==> src/rtl/grf_scoreboard_if.sv <==
// rtl/grf_scoreboard_if.sv - Issue request / hazard status bundle between decode and the GRF scoreboard
interface grf_scoreboard_if #(
    parameter int NREG  = 32,
    parameter int CNT_W = 3
);
    localparam int RW = $clog2(NREG);

    logic             issue_valid;
    logic [RW-1:0]    issue_dst;
    logic [CNT_W-1:0] issue_lat;
    logic [RW-1:0]    rs_a;
    logic [RW-1:0]    rs_b;
    logic             need_a;
    logic             need_b;
    logic             issue_ready;
    logic             stall_raw;
    logic             stall_waw;
    logic             stall_port;
    logic [NREG-1:0]  busy_mask;
    logic             wb_due;

    modport master (
        output issue_valid, issue_dst, issue_lat, rs_a, rs_b, need_a, need_b,
        input  issue_ready, stall_raw, stall_waw, stall_port, busy_mask, wb_due
    );

    modport slave (
        input  issue_valid, issue_dst, issue_lat, rs_a, rs_b, need_a, need_b,
        output issue_ready, stall_raw, stall_waw, stall_port, busy_mask, wb_due
    );
endinterface

==> src/rtl/grf_scoreboard.sv <==
// rtl/grf_scoreboard.sv - Per-register write-latency scoreboard gating issue on RAW/WAW/write-port hazards (optional SCB_TRACE_EN)
module grf_scoreboard #(
    parameter int NREG  = 32,
    parameter int CNT_W = 3
) (
    input  logic               clk,
    input  logic               reset,
    grf_scoreboard_if.slave    sb
);
    localparam int RW     = $clog2(NREG);
    localparam int MAXLAT = (1 << CNT_W) - 1;

    logic [CNT_W-1:0] cnt [NREG];
    logic [MAXLAT:0]  sched;
    logic [MAXLAT:0]  sched_nxt;
    logic             tracked;
    logic             raw_a;
    logic             raw_b;
    logic             fire_trk;

    assign tracked = (sb.issue_dst != '0) && (sb.issue_lat != '0);

    // cnt == 1 lands this cycle and is covered by the GRF bypass, hence >= 2
    assign raw_a = sb.need_a && (sb.rs_a != '0) && (cnt[sb.rs_a] >= CNT_W'(2));
    assign raw_b = sb.need_b && (sb.rs_b != '0) && (cnt[sb.rs_b] >= CNT_W'(2));

    assign sb.stall_raw   = sb.issue_valid && (raw_a || raw_b);
    assign sb.stall_waw   = sb.issue_valid && tracked && (cnt[sb.issue_dst] > sb.issue_lat);
    assign sb.stall_port  = sb.issue_valid && tracked && sched[sb.issue_lat];
    assign sb.issue_ready = ~(sb.stall_raw | sb.stall_waw | sb.stall_port);
    assign sb.wb_due      = sched[0];

    assign fire_trk = sb.issue_valid && sb.issue_ready && tracked;

    always_comb begin
        sb.busy_mask = '0;
        for (int r = 1; r < NREG; r++) begin
            sb.busy_mask[r] = (cnt[r] != '0);
        end
    end

    always_comb begin
        sched_nxt = sched >> 1;
        if (fire_trk) begin
            sched_nxt[sb.issue_lat - CNT_W'(1)] = 1'b1;
        end
    end

    always_ff @(posedge clk or negedge reset) begin
        if (!reset) begin
            for (int r = 0; r < NREG; r++) begin
                cnt[r] <= '0;
            end
            sched <= '0;
        end else begin
            cnt[0] <= '0;
            for (int r = 1; r < NREG; r++) begin
                if (fire_trk && (sb.issue_dst == RW'(r))) begin
                    cnt[r] <= sb.issue_lat;
                end else if (cnt[r] != '0) begin
                    cnt[r] <= cnt[r] - CNT_W'(1);
                end
            end
            sched <= sched_nxt;
        end
    end

`ifdef SCB_TRACE_EN
    always @(posedge clk) begin
        if (reset) begin
            if (fire_trk) begin
                $display("%d@scb: $%d lat %d", $time, sb.issue_dst, sb.issue_lat);
            end
            if (sb.issue_valid && !sb.issue_ready) begin
                $display("%d@scb: stall raw %b waw %b port %b", $time,
                         sb.stall_raw, sb.stall_waw, sb.stall_port);
            end
        end
    end
`endif

endmodule

==> src/flat_wrapper.sv <==
// flat-port wrapper written by rule: the top's interface ports become plain ports
module grf_scoreboard_flat 
#(
    parameter int NREG  = 32,
    parameter int CNT_W = 3
)
  (clk, reset, sb_issue_valid, sb_issue_dst, sb_issue_lat, sb_rs_a, sb_rs_b, sb_need_a, sb_need_b, sb_issue_ready, sb_stall_raw, sb_stall_waw, sb_stall_port, sb_busy_mask, sb_wb_due);
  grf_scoreboard_if #(.NREG(NREG), .CNT_W(CNT_W)) sb_i ();
  input  logic clk;
  input  logic reset;
  input wire logic [$bits(sb_i.issue_valid)-1:0] sb_issue_valid;
  input wire logic [$bits(sb_i.issue_dst)-1:0] sb_issue_dst;
  input wire logic [$bits(sb_i.issue_lat)-1:0] sb_issue_lat;
  input wire logic [$bits(sb_i.rs_a)-1:0] sb_rs_a;
  input wire logic [$bits(sb_i.rs_b)-1:0] sb_rs_b;
  input wire logic [$bits(sb_i.need_a)-1:0] sb_need_a;
  input wire logic [$bits(sb_i.need_b)-1:0] sb_need_b;
  output wire logic [$bits(sb_i.issue_ready)-1:0] sb_issue_ready;
  output wire logic [$bits(sb_i.stall_raw)-1:0] sb_stall_raw;
  output wire logic [$bits(sb_i.stall_waw)-1:0] sb_stall_waw;
  output wire logic [$bits(sb_i.stall_port)-1:0] sb_stall_port;
  output wire logic [$bits(sb_i.busy_mask)-1:0] sb_busy_mask;
  output wire logic [$bits(sb_i.wb_due)-1:0] sb_wb_due;
  assign sb_i.issue_valid = sb_issue_valid;
  assign sb_i.issue_dst = sb_issue_dst;
  assign sb_i.issue_lat = sb_issue_lat;
  assign sb_i.rs_a = sb_rs_a;
  assign sb_i.rs_b = sb_rs_b;
  assign sb_i.need_a = sb_need_a;
  assign sb_i.need_b = sb_need_b;
  assign sb_issue_ready = sb_i.issue_ready;
  assign sb_stall_raw = sb_i.stall_raw;
  assign sb_stall_waw = sb_i.stall_waw;
  assign sb_stall_port = sb_i.stall_port;
  assign sb_busy_mask = sb_i.busy_mask;
  assign sb_wb_due = sb_i.wb_due;
  grf_scoreboard #(.NREG(NREG), .CNT_W(CNT_W)) u_core (.clk(clk), .reset(reset), .sb(sb_i));
endmodule
==> config.mk <==
export PLATFORM = sky130hd
export DESIGN_NAME = grf_scoreboard_flat
export DESIGN_NICKNAME = d
export VERILOG_FILES = /design/src/rtl/grf_scoreboard_if.sv /design/src/rtl/grf_scoreboard.sv /design/src/flat_wrapper.sv
export SDC_FILE = /design/constraint.sdc
export NUM_CORES = 1
export LEC_CHECK = 0
export BUFFER_PORTS_ARGS = -buffer_cell sky130_fd_sc_hd__buf_2
export CAP_MARGIN = 20
export CORE_MARGIN = 2
export CORE_UTILIZATION = 30
export CTS_CLUSTER_DIAMETER = 50
export DETAILED_ROUTE_END_ITERATION = 8
export GPL_TIMING_DRIVEN = 0
export SLEW_MARGIN = 20
export SYNTH_ARGS = -nofsm -noshare
export SYNTH_HDL_FRONTEND = slang
export SYNTH_SLANG_ARGS = --single-unit
==> constraint.sdc <==
create_clock -name clk -period 3.91 [get_ports clk]
set_clock_uncertainty 0.2 [all_clocks]
set_input_delay 0.1955 -clock clk [delete_from_list [all_inputs] [get_ports clk]]
set_output_delay 0.1955 -clock clk [all_outputs]
set_load 0.02 [all_outputs]
Word level (Yosys, flattened, before mapping)
Index checks and enable logic that the tools add are counted.
W data, S select, Z words.

word-level totals
  register bits after elaboration = 101
  input bits = 23
  output and inout port bits = 37
  word-level logic and storage cells = 297

operators by class
  add/sub/neg operators = 32
  $lt $le $gt $ge = 9
  equality and inequality tests = 31
  multiplexer cells = 76
  bitwise logic cells = 7
  reduce and logical (&&, ||, !) cells = 110

operators by type and width
  operator               count
  $mux W3                68
  $reduce_bool A3 Y1     32
  $sub A3 B1 Y3 const B  32
  $eq A5 B5 Y1 const B   16
  $reduce_bool A2 Y1     31
  $bmux W3 S5            3
  $logic_and A1 B1 Y1    43
  $eq A5 B4 Y1 const B   8
  $eq A5 B3 Y1 const B   4
  $ge A6 B6 Y1 const B   3
  $not A5 Y6             3
  $reduce_bool A5 Y1     3
  $eq A5 B2 Y1 const B   2
  $lt A3 B4 Y1 const B   2
  $mux W8                1
  $or A7 B8 Y8           1
  $ge A3 B2 Y1 const B   2
  $eq A5 B1 Y1 const B   1
  $bmux W1 S3            1
  $demux W1 S3           1
  $ge A3 B1 Y1 const B   1
  $gt A3 B3 Y1           1
  $mux W1                2
  $or A1 B1 Y1           2
  2 further kinds        2

Depth between registers and ports, before layout
Gate-level depths: netlist of the first run.

  word-level depth = 15
  gate-level depth with buffers = 17
  depth with buffers taken out = 15

Worst setup path before layout of the first run
Ideal clock, no wire load.

  kind = input to register
  from = in sb_issue_dst[1]
  to = reg u_core.cnt[69] in the netlist's numbering
  setup time = 0.138 ns
  data arrival time = 3.591 ns
  required time = 3.572 ns
  setup slack = -0.019 ns
  stages = 16
  path buffers = 4
  path through = buf_6 > buf_2 > buf_1 > mux4_2 > mux4_2 > nor2_1 > nor2_1 > ha_1 > nor2b_1 > o21a_1 > o21ai_0 > nand3_4 > buf_6 > nor4_1 > nand3_2 > mux2i_1

on the way
  word-level cells in the longest chain between the ends = 13
  elaborated cells between the ends (all ways) = 19

RTL lines
  element                                        RTL line              RTL
  start: declaration                             flat_wrapper.sv:12    input wire logic [$bits(sb_i.issue_dst)-1:0] sb_issue_dst;
  $not A5 Y6 (not written as such)               grf_scoreboard.sv:28  assign sb.stall_waw = sb.issue_valid && tracked && (cnt[sb.issue_dst] > sb.issue_lat);
  $bmux W3 S5                                    grf_scoreboard.sv:28
  $mux W3 (not written as such) (2 in series)    grf_scoreboard.sv:28
  $gt A3 B3 Y1                                   grf_scoreboard.sv:28
  $logic_and A1 B1 Y1                            grf_scoreboard.sv:28
  $or A1 B1 Y1 (2 in series)                     grf_scoreboard.sv:30  assign sb.issue_ready = ~(sb.stall_raw | sb.stall_waw | sb.stall_port);
  $not A1 Y1                                     grf_scoreboard.sv:30
  $logic_and A1 B1 Y1 (2 in series)              grf_scoreboard.sv:33  assign fire_trk = sb.issue_valid && sb.issue_ready && tracked;
  $logic_and A1 B1 Y1 *                          grf_scoreboard.sv:58  if (fire_trk && (sb.issue_dst == RW'(r))) begin
  $mux W3 or $reduce_bool A2 Y1 (tied branches)  n/a
  end signal: indexed assignment                 grf_scoreboard.sv:59  cnt[r] <= sb.issue_lat;
  end signal: indexed assignment                 grf_scoreboard.sv:61  cnt[r] <= cnt[r] - CNT_W'(1);
  end: declaration                               grf_scoreboard.sv:13  logic [CNT_W-1:0] cnt [NREG];

Every way passes the cells marked *; elsewhere a longest branch is shown, timed or not. The select of a mux whose other input is x is not followed.
A chain may end at the register's enable or synchronous reset.

Worst setup path in the final report of the first run
  from = reg u_core.cnt[70] in the netlist's numbering
  to = reg u_core.cnt[73] in the netlist's numbering

on the way
  word-level cells in the longest chain between the ends = 14
  elaborated cells between the ends (all ways) = 25

RTL lines
  element                                          RTL line                                    RTL
  $bmux W3 S5, on equally long branches            grf_scoreboard.sv:24, grf_scoreboard.sv:25
  $mux W3, on equally long branches (2 in series)  grf_scoreboard.sv:24, grf_scoreboard.sv:25
  $ge A3 B2 Y1, on equally long branches           grf_scoreboard.sv:24, grf_scoreboard.sv:25
  $logic_and A1 B1 Y1, on equally long branches    grf_scoreboard.sv:24, grf_scoreboard.sv:25
  $logic_or A1 B1 Y1                               grf_scoreboard.sv:27                        assign sb.stall_raw = sb.issue_valid && (raw_a || raw_b);
  $logic_and A1 B1 Y1                              grf_scoreboard.sv:27
  $or A1 B1 Y1 * (2 in series)                     grf_scoreboard.sv:30
  $not A1 Y1 *                                     grf_scoreboard.sv:30
  $logic_and A1 B1 Y1 * (2 in series)              grf_scoreboard.sv:33
  $logic_and A1 B1 Y1 *                            grf_scoreboard.sv:58
  $mux W3 or $reduce_bool A2 Y1 (tied branches)    n/a

Marks and branches as above.

==> metrics.cfg, run 1 <==
[outcome]
outcome=complete, but fails checks
violations=negative setup slack

[final_layout]
finalCoreUtilization_pct=35.46
fillers=2823
final_common_cell=mux2i_1
antennaDiodeCount=0
fin_cells=1293
final_nets=1001
final_cell_mix=120 x mux2i_1, 97 x dfrtp_1, 73 x inv_1
drive_gt1_share_pct=23.17
syn2layout_area_growth_pct=16.99

[place]
io_buffers=50
pre_cts_ws_ns=-1.262
post-dp-hpwl_um=18080
gp_congestion=0.8832
place_inst=1260

[clock_network]
cts_buffers=9
clockRootBuffer=clkbuf_16
clock_latency_ns=0.36
clock_path_buffers=2
cts_sinks=101
htree_levels=3
path_clk_slew_ns=0.07
cts_tree=yes

[synth]
async_reset_ff_share_pct=100.0
yosys.area.top_type=dfrtp_1
synth_top_area_share_pct=30.18
synth_edf_count=0
syn_inst=831
avgSynthCellArea_um2=10.08
synthDistinctLibCells=65
synth-warning-count=0
ys_seq_elements=101
seq_area_frac_synth_pct=30.18
synth.area.top_cells=dfrtp_1 30%, mux2i_1 14%, ha_1 10%
synth_area_um2=8376
synth_top_flop_cell=dfrtp_1
syn_nets=921

[die]
initial_core_util_pct=30.31
core_area_um2=27630
die_area_um2=29270
rows=61
fp.dieW_um=171.1
ioPinCount=60
die_h_um=171.1

[drt]
ant_nets=0
wirelength_um=23930
routedWlPerCell_um=18.50
drt_first_iter_violations=490
drc=0
dr.pass1.iters=5
vias_per_cell=5.117
via_count=6616

[global_routing]
grt_pass1_vias=6563
grt_overflow_total=0
grt_pass1_wl_um=37470
gr-usage-all-layers_pct=16.70
grt_start_max_net_pins=64
antenna_found_initial=0

[sta]
setup_ws_ns=-0.01387
max-slew-margin-rel_pct=50.97
final-hold-violation-count=0
rsz0062_at_grt=true
slew_violations=0
worst_slew_pin_slew_ns=0.7354
setup_violations=3
period_share_pct=100.4
fmax_mhz=254.9
finalCriticalPeriod_ns=3.924

[power_and_ir_drop]
peakVddDrop_mv=0.2344
clkPwrFrac_pct=14.4
switchingPower_mw=3.102
switching_share_pct=43.15
power_frac_comb_pct=54.3
internal-power_mw=4.087
seq_power_share_pct=31.3
p_per_area_nw_per_um2=733.7
leakage_nw=4.696

[critical_path]
worstSetupStartpointType=flop
crit_type=reg2reg
end_kind=flop
arrival_ns=3.93
critPathMaxFanout=5
required_ns=3.92

[job]
max-cap-violations=0

[hold_path]
hp-class=in2reg

sequential cells by signal, summed over array words and instances (netlist names):
register	cells
u_core.cnt	93
u_core.sched	8
stage by stage:
step                setup TNS (ns)  power (mW)  instance area (um^2)  hold slack (ns)
floorplan                        0       4.947                  8377          -0.3001
global placement           -103.23       5.800                  9100           0.2441
detailed placement         -107.48       5.940                  9134         -0.06388
CTS                              0       7.024                  9518          0.06367
global route                -1.896       7.841                  9798           0.1097
finish                    -0.02524       7.189                  9798          0.07069
power by group through the flow:
stage | combinational [mW] | clock [mW] | sequential [mW]
finish | 3.90 | 1.04 | 2.25
global route | 4.41 | 1.10 | 2.34
detailed placement | 3.68 | 0 | 2.26
CTS | 3.72 | 1.06 | 2.25
floorplan | 2.93 | 0 | 2.02
global placement | 3.55 | 0 | 2.25
synth_stat cells (4+ instances only):
library cell / n
mux4_2: 31
nor4_2: 6
o21ai_0: 43
xnor2_1: 32
nand3_2: 28
clkbuf_1: 15
nor3_1: 23
buf_4: 4
buf_6: 10
o311a_1: 4
nor2_1: 69
nand2b_1: 37
dfrtp_1: 101
a21oi_1: 10
mux2i_1: 120
ha_1: 67
inv_1: 73
buf_2: 12
nor4_1: 18
and3_1: 4
nand2_1: 49
worst paths after layout:
| kind | cells past startpoint | start | end | slack [ns] |
|---|---|---|---|---|
| setup / recovery | 13 | u_core.cnt[70] | u_core.cnt[73] | -0.01 |
| hold / removal | 3 | sb_issue_lat[1] | u_core.cnt[85] | 0.07 |
| setup reg to reg | 13 | u_core.cnt[70] | u_core.cnt[73] | -0.01 |
| hold reg to reg | 2 | u_core.sched[1] | u_core.sched[0] | 0.26 |
| max in group asynchronous | 3 | reset | u_core.cnt[26] | 2.73 |
| min in group asynchronous | 2 | reset | u_core.cnt[80] | 0.12 |
per-layer routing:
metal	vias to the layer above	part of all wire [%]	GRT usage (%)
met1	3248	44	22.04
met2	209	47	27.51
met3	55	5.6	2.845
li1	3104	-	-
met4	0	3.4	5.969
met5	-	0	0
cells by family after synthesis:
| kind of cell | Yosys count | synth area share (%) |
|---|---|---|
| and+or+nand+nor | 259 | 17.97 |
| muxes | 156 | 24.02 |
| buffers and inverters | 122 | 6.737 |
| DFF | 101 | 30.18 |
| AOI/OAI and AO/OA | 92 | 7.589 |
| adders and majority gates | 67 | 10.01 |
| xor gates and xnor gates | 33 | 3.451 |
| other | 1 | 0.04477 |
critical path, stage by stage, from the launching register on:
cell and delay (ns):
dfrtp_2 0.44, mux4_2 0.50, mux4_2 0.53, nor2_4 0.12, nor2_2 0.06, ha_1 0.28, nor2b_1 0.14, o21a_1 0.19
o21ai_4 0.25, nand3_4 0.18, buf_4 0.19, nor4_1 0.33, nand3_2 0.20, mux2i_1 0.16
timing repair:
item,in CTS,in global routing
cloned,0,2
hold endpoints to repair,101,0
buffers inserted,0,16
resized for setup,11,25
setup endpoints to repair,103,86
hold buffers,1,0
pin swaps,0,13
final cells by class:
type	count	area [um^2]	share of cell area, %
buffer	44	307.8	3.141
inverter	77	289.0	2.950
sequential	101	2532	25.85
tap	378	473.0	4.827
timing repair buffer	69	439.2	4.482
clock inverter	4	97.59	0.9960
clock buffer	11	232.7	2.375
multi-input combinational	609	5426	55.38
Power figures use the tool's default switching activity.
==> inputs of run 2 (changes only) <==
- RECOVER_POWER: unset -> 100
==> run 2 against run 1 <==
Net effect:
- the flow finishes with violations (max-capacitance violations, max-slew violations, negative setup slack)
- non-clock buffer count did not move
- sequential share of layout area grew 0.21 points
- clock power about the same
- sequential power about the same
- combinational power decreased by 1%
==> metrics.cfg, run 2 (same netlist as run 1, synthesis figures left out) <==
[critical_path]
path_common_cell=mux4_2
required_ns=3.92  ; about the same
r2r_slack_ns=-0.003  ; about the same
arrival_ns=3.92  ; about the same
r2r-start=u_core.cnt[52]
slowest_stage=mux4_2
worstPathCellList=mux4_2 > mux4_2 > nor2_4 > nor2_2 > ha_1 > nor2b_1 > o21a_1 > o21ai_4 > nand3_4 > buf_4 > nor4_1 > nand3_2 > mux2i_1
worst-path-buf-inv=1  ; unchanged
end_kind=flop
crit_type=reg2reg
startpoint=u_core.cnt[52]
worstSetupStartpointType=flop
cpLargestDelayFamily=multiplexers
critPathMaxFanout=5  ; unchanged
slowest_delay_ns=0.54  ; about the same

[drt]
vias_per_cell=5.155  ; +0.76%
drc=0  ; unchanged
drt_first_iter_violations=498  ; +1.6%
dr.pass1.iters=7  ; +2
wirelength_um=23920  ; about the same
via_count=6666  ; +0.76%
ant_nets=0  ; unchanged
routedWlPerCell_um=18.50  ; about the same

[die]
ioPinCount=60  ; unchanged
die_h_um=171.1  ; unchanged
initial_core_util_pct=30.31  ; unchanged
core_area_um2=27630  ; unchanged
fp.dieW_um=171.1  ; unchanged
rows=61  ; unchanged
die_area_um2=29270  ; unchanged

[final_layout]
syn2layout_area_growth_pct=16.03
fin_cells=1293  ; unchanged
final_cell_mix=120 x mux2i_1, 97 x dfrtp_1, 73 x inv_1
antennaDiodeCount=0  ; unchanged
final_nets=1001  ; unchanged
final_common_cell=mux2i_1
drive_gt1_share_pct=19.34  ; -3.8 points
largest_register_ffs=93  ; unchanged
reg_top3=u_core.cnt: 93 flops, u_core.sched: 8 flops
regMostFlops=u_core.cnt

[outcome]
outcome=complete, but fails checks
violations=max-capacitance violations, max-slew violations, negative setup slack

[sta]
fmax_mhz=255.5  ; +0.27%
rsz0062_at_grt=true
slew_violations=40  ; +40
max-slew-margin-rel_pct=-49.00  ; -100 points
worst_slew_pin_slew_ns=2.235  ; +1.500 ns
holdWs_ns=0.06893  ; -0.001760 ns
tns_ns=-0.003330  ; +0.02191 ns
period_share_pct=100.1  ; -0.27 points
setup_violations=1  ; -2
final-hold-violation-count=0  ; unchanged
finalCriticalPeriod_ns=3.913  ; -0.01054 ns
setup_ws_ns=-0.003330  ; +0.01054 ns

[global_routing]
gr-usage-all-layers_pct=16.70  ; unchanged
grt_pass1_vias=6563  ; unchanged
grt_start_max_net_pins=64  ; unchanged
grt_pass1_wl_um=37470  ; unchanged
grt_overflow_total=0  ; unchanged
antenna_found_initial=0  ; unchanged

[clock_network]
clock_latency_ns=0.36  ; about the same
cts_sinks=101  ; unchanged
path_clk_slew_ns=0.07  ; about the same
htree_levels=3  ; unchanged
cts_buffers=9  ; unchanged
clock_path_buffers=2  ; unchanged
clockRootBuffer=clkbuf_16
cts_tree=yes

[job]
max-cap-violations=1  ; +1

[place]
place_inst=1260  ; unchanged
post-dp-hpwl_um=18080  ; unchanged
io_buffers=50  ; unchanged
gp_congestion=0.8832  ; unchanged

[power_and_ir_drop]
leakage_nw=4.625  ; -1.5%
p_per_area_nw_per_um2=735.4  ; +0.24%
peakVddDrop_mv=0.2334  ; -0.44%

[hold_path]
hp-class=in2reg
hold_start=sb_issue_lat[1]

-- run 2: stage by stage --
step                instance area (um^2)  utilization [%]  setup slack (ns)  total power, mW
finish                              9718            35.17         -0.003330            7.147
floorplan                           8377                -            0.1245            4.947
detailed placement                  9134            33.06            -1.262            5.940
global route                        9718            35.17           -0.1262            7.801
global placement                    9100            32.94            -1.215            5.800
CTS                                 9518            34.45           0.01075            7.024
-- run 2: per-layer routing --
layer	wire, um	part of all wire (%)	vias to the layer above	GRT usage, %
li1	-	-	3115	-
met1	10320	43	3284	22.04
met2	11390	48	214	27.51
met3	1409	5.9	53	2.845
met4	793	3.3	0	5.969
met5	0	0	-	0
-- run 2: path summary, 6_finish.rpt --
kind	cells past startpoint	end
min	3	u_core.cnt[85]
max in group asynchronous	3	u_core.cnt[26]
max	13	u_core.cnt[73]
min reg2reg	2	u_core.sched[0]
min in group asynchronous	2	u_core.cnt[80]
max reg2reg	13	u_core.cnt[73]
-- run 2: cell type report --
cell class	instances	area [um^2]
fillers	2829	17910
multi-input cells	609	5415
flip-flops and latches	101	2532
well taps	378	473.0
repair buffers	69	370.4
plain buffers	44	307.8
inverters	77	289.0
clock buffers	11	232.7
clock inverters	4	97.59
-- run 2: worst min-delay path: stages --
cell	delay (ns)
buf_2	0.11
inv_1	0.13
mux2i_1	0.14
-- run 2: report_power, final --
group          switching (mW)  internal [mW]
logic                    2.04           1.82
clock network           0.413          0.623
registers               0.646           1.60
-- run 2: repair_timing --
action / in CTS / in global routing
hold endpoints to repair: 101 / 0
hold buffers: 1 / 0
pin swaps: 0 / 13
setup endpoints to repair: 103 / 86
cloned: 0 / 2
buffers inserted: 0 / 16
gates resized for setup: 11 / 25
